## config.mk

```make
export PLATFORM = sky130hd
export DESIGN_NAME = led_count_sequencer
export DESIGN_NICKNAME = d
export VERILOG_FILES = /design/src/rtl/led_seq_pkg.sv /design/src/rtl/led_count_sequencer_tick_gen.sv /design/src/rtl/led_count_sequencer.sv
export SDC_FILE = /design/constraint.sdc
export NUM_CORES = 1
export LEC_CHECK = 0
export ABC_AREA = 0
export CAP_MARGIN = 20
export CORE_UTILIZATION = 55
export CTS_BUF_LIST = sky130_fd_sc_hd__clkbuf_8
export DETAILED_ROUTE_END_ITERATION = 6
export PLACE_DENSITY = 0.87
export REMOVE_ABC_BUFFERS = 1
export SLEW_MARGIN = 40
export SYNTH_ARGS = -nofsm -noshare
export SYNTH_HDL_FRONTEND = slang
export SYNTH_HIERARCHICAL = 1
export SYNTH_SLANG_ARGS = --single-unit
```

## constraint.sdc

```tcl
create_clock -name clk -period 3.1 [get_ports clk]
set_clock_uncertainty 0.2 [all_clocks]
set_input_delay 0.465 -clock clk [delete_from_list [all_inputs] [get_ports clk]]
set_output_delay 0.465 -clock clk [all_outputs]
set_load 0.03 [all_outputs]
```

## src/rtl/led_seq_pkg.sv

```systemverilog
// Shared types and constants for the LED count sequencer.
package led_seq_pkg;

    localparam int LED_W     = 4;
    localparam int RATE_W    = 2;
    localparam int NUM_RATES = 4;

    localparam logic [LED_W-1:0] LED_MAX = '1;

    typedef enum logic [1:0] {
        ST_IDLE,
        ST_RUN,
        ST_HOLD
    } seq_state_t;

    // Rate index advances 0..NUM_RATES-1 and wraps back to 0.
    function automatic logic [RATE_W-1:0] next_rate(input logic [RATE_W-1:0] rate);
        return (int'(rate) == NUM_RATES - 1) ? '0 : rate + RATE_W'(1);
    endfunction

endpackage

```

## src/rtl/led_count_sequencer_tick_gen.sv

```systemverilog
// Rate-selectable prescaler: counts 0..P-1 while enabled, P = BASE_TICKS >> rate_sel.
// step is the combinational terminal-count strobe; tick is its registered copy.
module tick_gen
    import led_seq_pkg::*;
#(
    parameter int BASE_TICKS = 12_000_000,
    parameter int PRESC_W    = 24
) (
    input  logic              clk,
    input  logic              rst_n,
    input  logic              enable,
    input  logic              clear,
    input  logic [RATE_W-1:0] rate_sel,
    output logic              step,
    output logic              tick
);

    logic [PRESC_W-1:0] presc_q;
    logic [PRESC_W-1:0] period_m1;

    assign period_m1 = PRESC_W'(BASE_TICKS >> rate_sel) - PRESC_W'(1);
    // A clear in the same cycle as terminal count swallows the step.
    assign step      = enable & ~clear & (presc_q == period_m1);

    // NOTE: sequential state is updated only with non-blocking assignments.
    always_ff @(posedge clk or negedge rst_n) begin
        if (!rst_n) begin
            presc_q <= '0;
            tick    <= 1'b0;
        end else begin
            tick <= step;
            if (clear || step) begin
                presc_q <= '0;
            end else if (enable) begin
                presc_q <= presc_q + PRESC_W'(1);
            end
        end
    end

endmodule

```

## src/rtl/led_count_sequencer.sv

```systemverilog
// Button-driven sequencer for the 4-bit LED counter: go/pause, clear, rate cycling.
// Build option: define AUTO_REVERSE_EN for up/down bounce counting instead of wrap.
module led_count_sequencer
    import led_seq_pkg::*;
#(
    parameter int CLK_HZ     = 12_000_000,
    parameter int BASE_TICKS = 12_000_000,
    parameter int PRESC_W    = 24
) (
    input  logic              clk,
    input  logic              rst_n,
    input  logic              btn_go,
    input  logic              btn_clr,
    input  logic              btn_rate,
    output logic [LED_W-1:0]  led,
    output logic              running,
    output logic [RATE_W-1:0] rate_sel,
    output logic              tick,
    output logic              wrap
);

    if (CLK_HZ < 1 || (BASE_TICKS >> 3) < 1 || (BASE_TICKS >> PRESC_W) != 0) begin : g_bad_params
        $error("led_count_sequencer: invalid CLK_HZ/BASE_TICKS/PRESC_W");
    end

    seq_state_t state_q, state_d;
    logic       go_q, clr_q, rate_q;
    logic       go_press, clr_press, rate_press;
    logic       step;
    logic [LED_W-1:0] led_d;
    logic       wrap_d;

    assign go_press   = btn_go   & ~go_q;
    assign clr_press  = btn_clr  & ~clr_q;
    assign rate_press = btn_rate & ~rate_q;
    assign running    = (state_q == ST_RUN);

    tick_gen #(
        .BASE_TICKS (BASE_TICKS),
        .PRESC_W    (PRESC_W)
    ) u_tick_gen (
        .clk      (clk),
        .rst_n    (rst_n),
        .enable   (state_q == ST_RUN),
        .clear    (clr_press | rate_press | (state_q == ST_IDLE)),
        .rate_sel (rate_sel),
        .step     (step),
        .tick     (tick)
    );

    // NOTE: every combinational output gets a default first so no latch is inferred.
    always_comb begin
        state_d = state_q;
        if (clr_press) begin
            state_d = ST_IDLE;
        end else if (go_press) begin
            case (state_q)
                ST_IDLE: state_d = ST_RUN;
                ST_RUN:  state_d = ST_HOLD;
                ST_HOLD: state_d = ST_RUN;
                default: state_d = ST_IDLE;
            endcase
        end
    end

`ifdef AUTO_REVERSE_EN
    logic dir_down_q, dir_down_d;

    always_comb begin
        led_d      = led;
        wrap_d     = 1'b0;
        dir_down_d = dir_down_q;
        if (clr_press) begin
            led_d      = '0;
            dir_down_d = 1'b0;
        end else if (step) begin
            if (!dir_down_q && led == LED_MAX) begin
                led_d      = LED_MAX - LED_W'(1);
                dir_down_d = 1'b1;
                wrap_d     = 1'b1;
            end else if (dir_down_q && led == '0) begin
                led_d      = LED_W'(1);
                dir_down_d = 1'b0;
                wrap_d     = 1'b1;
            end else begin
                led_d = dir_down_q ? led - LED_W'(1) : led + LED_W'(1);
            end
        end
    end

    always_ff @(posedge clk or negedge rst_n) begin
        if (!rst_n) dir_down_q <= 1'b0;
        else        dir_down_q <= dir_down_d;
    end
`else
    always_comb begin
        led_d  = led;
        wrap_d = 1'b0;
        if (clr_press) begin
            led_d = '0;
        end else if (step) begin
            led_d  = led + LED_W'(1);
            wrap_d = (led == LED_MAX);
        end
    end
`endif

    // History resets high so a button held through reset is not taken as a press.
    always_ff @(posedge clk or negedge rst_n) begin
        if (!rst_n) begin
            state_q  <= ST_IDLE;
            go_q     <= 1'b1;
            clr_q    <= 1'b1;
            rate_q   <= 1'b1;
            led      <= '0;
            wrap     <= 1'b0;
            rate_sel <= '0;
        end else begin
            state_q <= state_d;
            go_q    <= btn_go;
            clr_q   <= btn_clr;
            rate_q  <= btn_rate;
            led     <= led_d;
            wrap    <= wrap_d;
            if (rate_press) rate_sel <= next_rate(rate_sel);
        end
    end

endmodule

```

# Yosys cells after proc, flatten, opt, wreduce, memory -nomap -nowiden
# Index checks and enable logic that the tools add are counted.
totals:
  rom_bits: 0
  latchBits: 0
  n_memories: 0
  word_cells: 46
  inputBits: 5
  ram_bits: 0
  ff_bits: 37
classes:
  n_reduce_logical: 6
  shift: 1
  n_bitwise: 11
  n_addsub: 4
  eq_ne: 5
  mux: 10
  order_cmp: 0
  n_mul: 0
  div: 0
ops:
  columns: ["operator", "count"]
  rows:
  - ["$mux W24", 2]
  - ["$add A24 B1 Y24 const B", 1]
  - ["$eq A24 B24 Y1", 1]
  - ["$shr A24 B2 Y24 const A", 1]
  - ["$sub A24 B2 Y24 const B", 1]
  - ["$mux W4", 2]
  - ["$mux W2", 3]
  - ["$reduce_bool A2 Y1", 3]
  - ["$and A1 B1 Y1", 5]
  - ["$add A4 B1 Y4 const B", 1]
  - ["$eq A2 B1 Y1 const B", 2]
  - ["$eq A4 B4 Y1 const B", 1]
  - ["$not A1 Y1", 4]
  - ["$pmux W2 S2", 1]
  - ["$add A2 B1 Y2 const B", 1]
  - ["$eq A2 B2 Y1 const B", 1]
  - ["$logic_not A2 Y1", 1]
  - ["$mux W1", 2]
  - ["$or A1 B1 Y1", 2]
  - ["$reduce_or A2 Y1", 1]
  - ["$logic_or A1 B1 Y1", 1]

# Logic depth before layout (Yosys ltp)
logic_depth:
  word_depth: 9
  ltp_mapped: 9
  depth_no_buf: 9

# Hierarchy
# The synthesis kept the hierarchy.
by_module_without_submodules:
  columns: ["module", "area_each_um2", "cells_per_inst", "n_inst"]
  rows:
  - ["tick_gen", 1530.2, 158, 1]
  - ["led_count_sequencer", 500.5, 40, 1]

# Worst setup path after synthesis
# No wires, ideal clock.
synth_path:
  path_type: "flip-flop to flip-flop"
  from: "register rate_sel[0]"
  to: "register led[3]"
  t_required_ns: 2.828
  stages_incl_launch_ff: 10
  path_buffers: 0
  arrival_time_ns: 2.959
  synth_period_minus_slack_ns: 3.230
  setup_slack_ns: -0.130
  setup_time_ns: 0.072
  cell_sequence: "dfrtp_1 inv_1 ha_1 or3_1 a22oi_1 nand3_1 nor4_1 nand4_1 xor2_1 nor2_1"
synth_via:
  elab_chain_cells: 5
synth_lines:
  columns: ["element", "line_no", "source"]
  rows:
  - ["from (decl)", "led_count_sequencer.sv:17", "output logic [RATE_W-1:0] rate_sel,"]
  - ["from (signal assigned)", "led_count_sequencer.sv:125", "if (rate_press) rate_sel <= next_rate(rate_sel);"]
  - ["$shr A24 B2 Y24", "led_count_sequencer_tick_gen.sv:21", "assign period_m1 = PRESC_W'(BASE_TICKS >> rate_sel) - PRESC_W'(1);"]
  - ["$sub A24 B2 Y24", "led_count_sequencer_tick_gen.sv:21", null]
  - ["$eq A24 B24 Y1", "led_count_sequencer_tick_gen.sv:23", "assign step = enable & ~clear & (presc_q == period_m1);"]
  - ["$and A1 B1 Y1", "led_count_sequencer_tick_gen.sv:23", null]
  - ["via step", "led_count_sequencer.sv:29", "logic step;"]
  - ["$reduce_bool A2 Y1 (no line)", null, null]
  - ["to (signal assigned)", "led_count_sequencer.sv:123", "led <= led_d;"]
  - ["to (decl)", "led_count_sequencer.sv:15", "output logic [LED_W-1:0] led,"]
# The timed path passes the listed nets, and every way through them passes these cells.
# A chain may end at the register's enable or synchronous reset.

# Worst setup path after layout
# Same ends and word-level chain as after synthesis.

==> flow_metrics.tcl <==
set metrics [dict create \
    status "finished, final reports clean" \
    rsz0062_at_grt "false" \
    area_delta_synth_final_pct 15.2 \
    use_met3 0.0347 \
    cp-startpoint "rate_sel[0]" \
    multi_input_area_sq_mm 0.00106 \
    dieArea_sq_mm 0.00394 \
    grt_max_degree 38 \
    antenna_found_initial 0 \
    grt_pass1_wl_um 6730 \
    hp-class "reg2reg" \
    grt.total_usage 0.228 \
    wire_per_inst_um 14.8 \
    crit_arrival_ns 2.78 \
    cap_violations 0 \
    initial_utilization 0.590 \
    layout-drive-gt1-share 0.113 \
    leakage_nw 1.01 \
    path_clk_slew_ns 0.07 \
    synth_area_leader_cell "dfrtp_1" \
    max_freq_mhz 358 \
    seq_area_sq_um 930 \
    tightestPinTransition_ns 0.759 \
    io_pins 14 \
    maxSlewHeadroom 0.490 \
    die_h_um 62.8 \
    pwr_density_cell_mw_per_mm2 550 \
    period_needed_ns 2.80 \
    cp.required_ns 3.09 \
    crit_chain "inv_1 -> ha_1 -> or3_1 -> a22oi_1 -> nand3_1 -> nor4_2 -> buf_4 -> nand4_1 -> xor2_1 -> nor2_1" \
    clkLatencyLatePin_ns 0.29 \
    cts_sinks 37 \
    htree_levels 2 \
    end_kind "register" \
    setup_viol 0 \
    syn-cell-area_sq_mm 0.00203 \
    r2r_start "rate_sel[0]" \
    grt.met2_usage 0.374 \
    syn_avg_cell_area_sq_um 10.3 \
    globalplace.congestion 0.893 \
    fillCellCount 257 \
    routed_wl_um 3960 \
    yosys_warnings 6 \
    netlist.area_leader.share 0.419 \
    finalCritPeriodShare 0.902 \
    drt_iter0_markers 67 \
    crit_path_start_kind "register" \
    synthTopCellsByArea "dfrtp_1, xor2_1, nor2_1" \
    numPortBuffers 13 \
    crit_type "reg2reg" \
    final.setup.tns_ns 0 \
    n_antenna_cell 0 \
    hold_viol_final 0 \
    grt_pass1_vias 1437 \
    via_per_inst 5.64 \
    numCtsBuffers 5 \
    crit_fanout 6 \
    cts_tree "done" \
    vias 1512 \
    rows 21 \
    hpwlAfterDp_um 2770 \
    root_buffer "clkbuf_8" \
    max_stage_delay_ns 0.38 \
    maxSlewViolCount 0 \
    crit_path_top_delay_cell "dfrtp_1" \
    synth-seq-cells 37 \
    cts_buffer_depth 2 \
    final_nets 236 \
    netlist_instances 198 \
    synthDistinctLibCells 35 \
    grt.busiest_layer "met2" \
    fin_util 0.680 \
    die_x_um 62.8 \
    drtAntennaViolNets 0 \
    hp-start "state_q[0]" \
    drc 0 \
    grt_overflow_total 0 \
    dr.pass1.iters 4 \
    yosysSeqAreaShare 0.458 \
    vdd_drop_max_v 0.000347 \
    use_met1 0.281 \
    design.core.area_sq_mm 0.00344 \
]
layout make-up:
cell class,instances,area share
Inverter,3,0.00481
Multi-Input combinational cell,154,0.452
Tap cell,46,0.0246
Clock inverter,1,0.00214
Timing Repair Buffer,20,0.0781
Sequential cell,37,0.397
Clock buffer,7,0.0412
critical path: cells and delay by family, from the launching register on:
family | cells | cell delay [ns]
DFF | 1 | 0.38
adders and majority gates | 1 | 0.29
AOI/OAI and AO/OA | 1 | 0.20
and+or+nand+nor | 5 | 1.11
xor gates and xnor gates | 1 | 0.15
buffers and inverters | 2 | 0.35
routing by layer:
| metal | wire [um] | vias to the layer above |
|---|---|---|
| li1 | - | 720 |
| met3 | 141 | 9 |
| met4 | 77 | 0 |
| met2 | 1980 | 43 |
| met1 | 1750 | 740 |
| met5 | 0 | - |
cell usage after synthesis:
master     n
xor2_1    21
a22oi_1    1
nand2b_4   1
or2_1      2
a21o_1     1
and3b_1    1
dfstp_2    3
and2_1     1
nor4_1     2
nor3_1     3
and4_1     2
buf_6      3
dfrtp_1   34
o41ai_4    1
nor3b_1    1
o22ai_1    2
nor4bb_1   2
ha_1      10
nand2b_1   2
o21ai_0    3
and2b_1    1
or3_1      2
clkbuf_2   1
nand3_1    9
mux2i_1    3
nor2_1    35
xnor2_1   14
nand2_1   11
nand4_1   12
nor4_2     1
nor2_2     2
and3_1     4
nor2b_1    3
mux2_2     1
inv_1      3
kinds of logic (layout without fill, tap and decap cells):
| group | Yosys count | count (layout) | synth area share |
|---|---|---|---|
| adders and majority gates | 10 | 10 | 0.0616 |
| DFF | 37 | 37 | 0.458 |
| muxes | 4 | 4 | 0.0203 |
| xor gates and xnor gates | 35 | 35 | 0.151 |
| buffers and inverters | 7 | 31 | 0.0246 |
| AOI/OAI and AO/OA | 8 | 8 | 0.0345 |
| and+or+nand+nor | 97 | 97 | 0.250 |
placed cells by master (no fill, tap or decap), types with 4 or more instances in the layout:
master	instances
dfrtp_1	34
nor2_1	35
clkdlybuf4s50_1	12
ha_1	10
xnor2_1	14
xor2_1	21
nand4_1	12
and3_1	4
nand3_1	9
nand2_1	11
clkbuf_8	7
buf_4	7
power by group:
part | switching, mW | internal (mW) | leakage [nW]
combinational | 0.220 | 0.182 | 0.451
sequential | 0.0133 | 0.505 | 0.501
clock | 0.166 | 0.201 | 0.0542
total | 0.399 | 0.888 | 1.01
per-stage QoR:
stage | setup WS, ns | total power [mW] | cell area, sq um | hold slack [ns] | instances
2_1_floorplan | -0.142 | 0.803 | 1990 | -0.0306 | 194
3_3_place_gp | 0.305 | 0.919 | 2220 | 0.345 | 259
3_5_place_dp | 0.209 | 0.929 | 2220 | 0.351 | 259
4_1_cts | 0.250 | 1.30 | 2320 | 0.0847 | 267
5_1_grt | 0.0694 | 1.35 | 2340 | 0.391 | 268
6_report | 0.304 | 1.29 | 2340 | 0.367 | 268
registers in the layout, summed over array words and instances, names as in the netlist:
register,cells
u_tick_gen/presc_q,24
rate_q,1
state_q,2
u_tick_gen/tick,1
go_q,1
wrap,1
led,4
clr_q,1
rate_sel,2
final timing paths:
| path | slack [ns] | cells after the start | endpoint |
|---|---|---|---|
| worst max-delay path | 0.30 | 10 | led[3] |
| worst min-delay path | 0.37 | 2 | state_q[0] |
| worst max register to register | 0.30 | 10 | led[3] |
| worst min register to register | 0.37 | 2 | state_q[0] |
| max in group asynchronous | 1.88 | 2 | clr_q |
| min in group asynchronous | 0.47 | 2 | u_tick_gen/presc_q[16] |
what timing repair did:
item	CTS	global route
setup endpoints to repair	0	1
endpoints found under the hold margin	0	34
hold buffers	0	1
buffers inserted	0	0
gates resized for setup	0	1
Note: power is estimated with default switching activity, not from simulation.
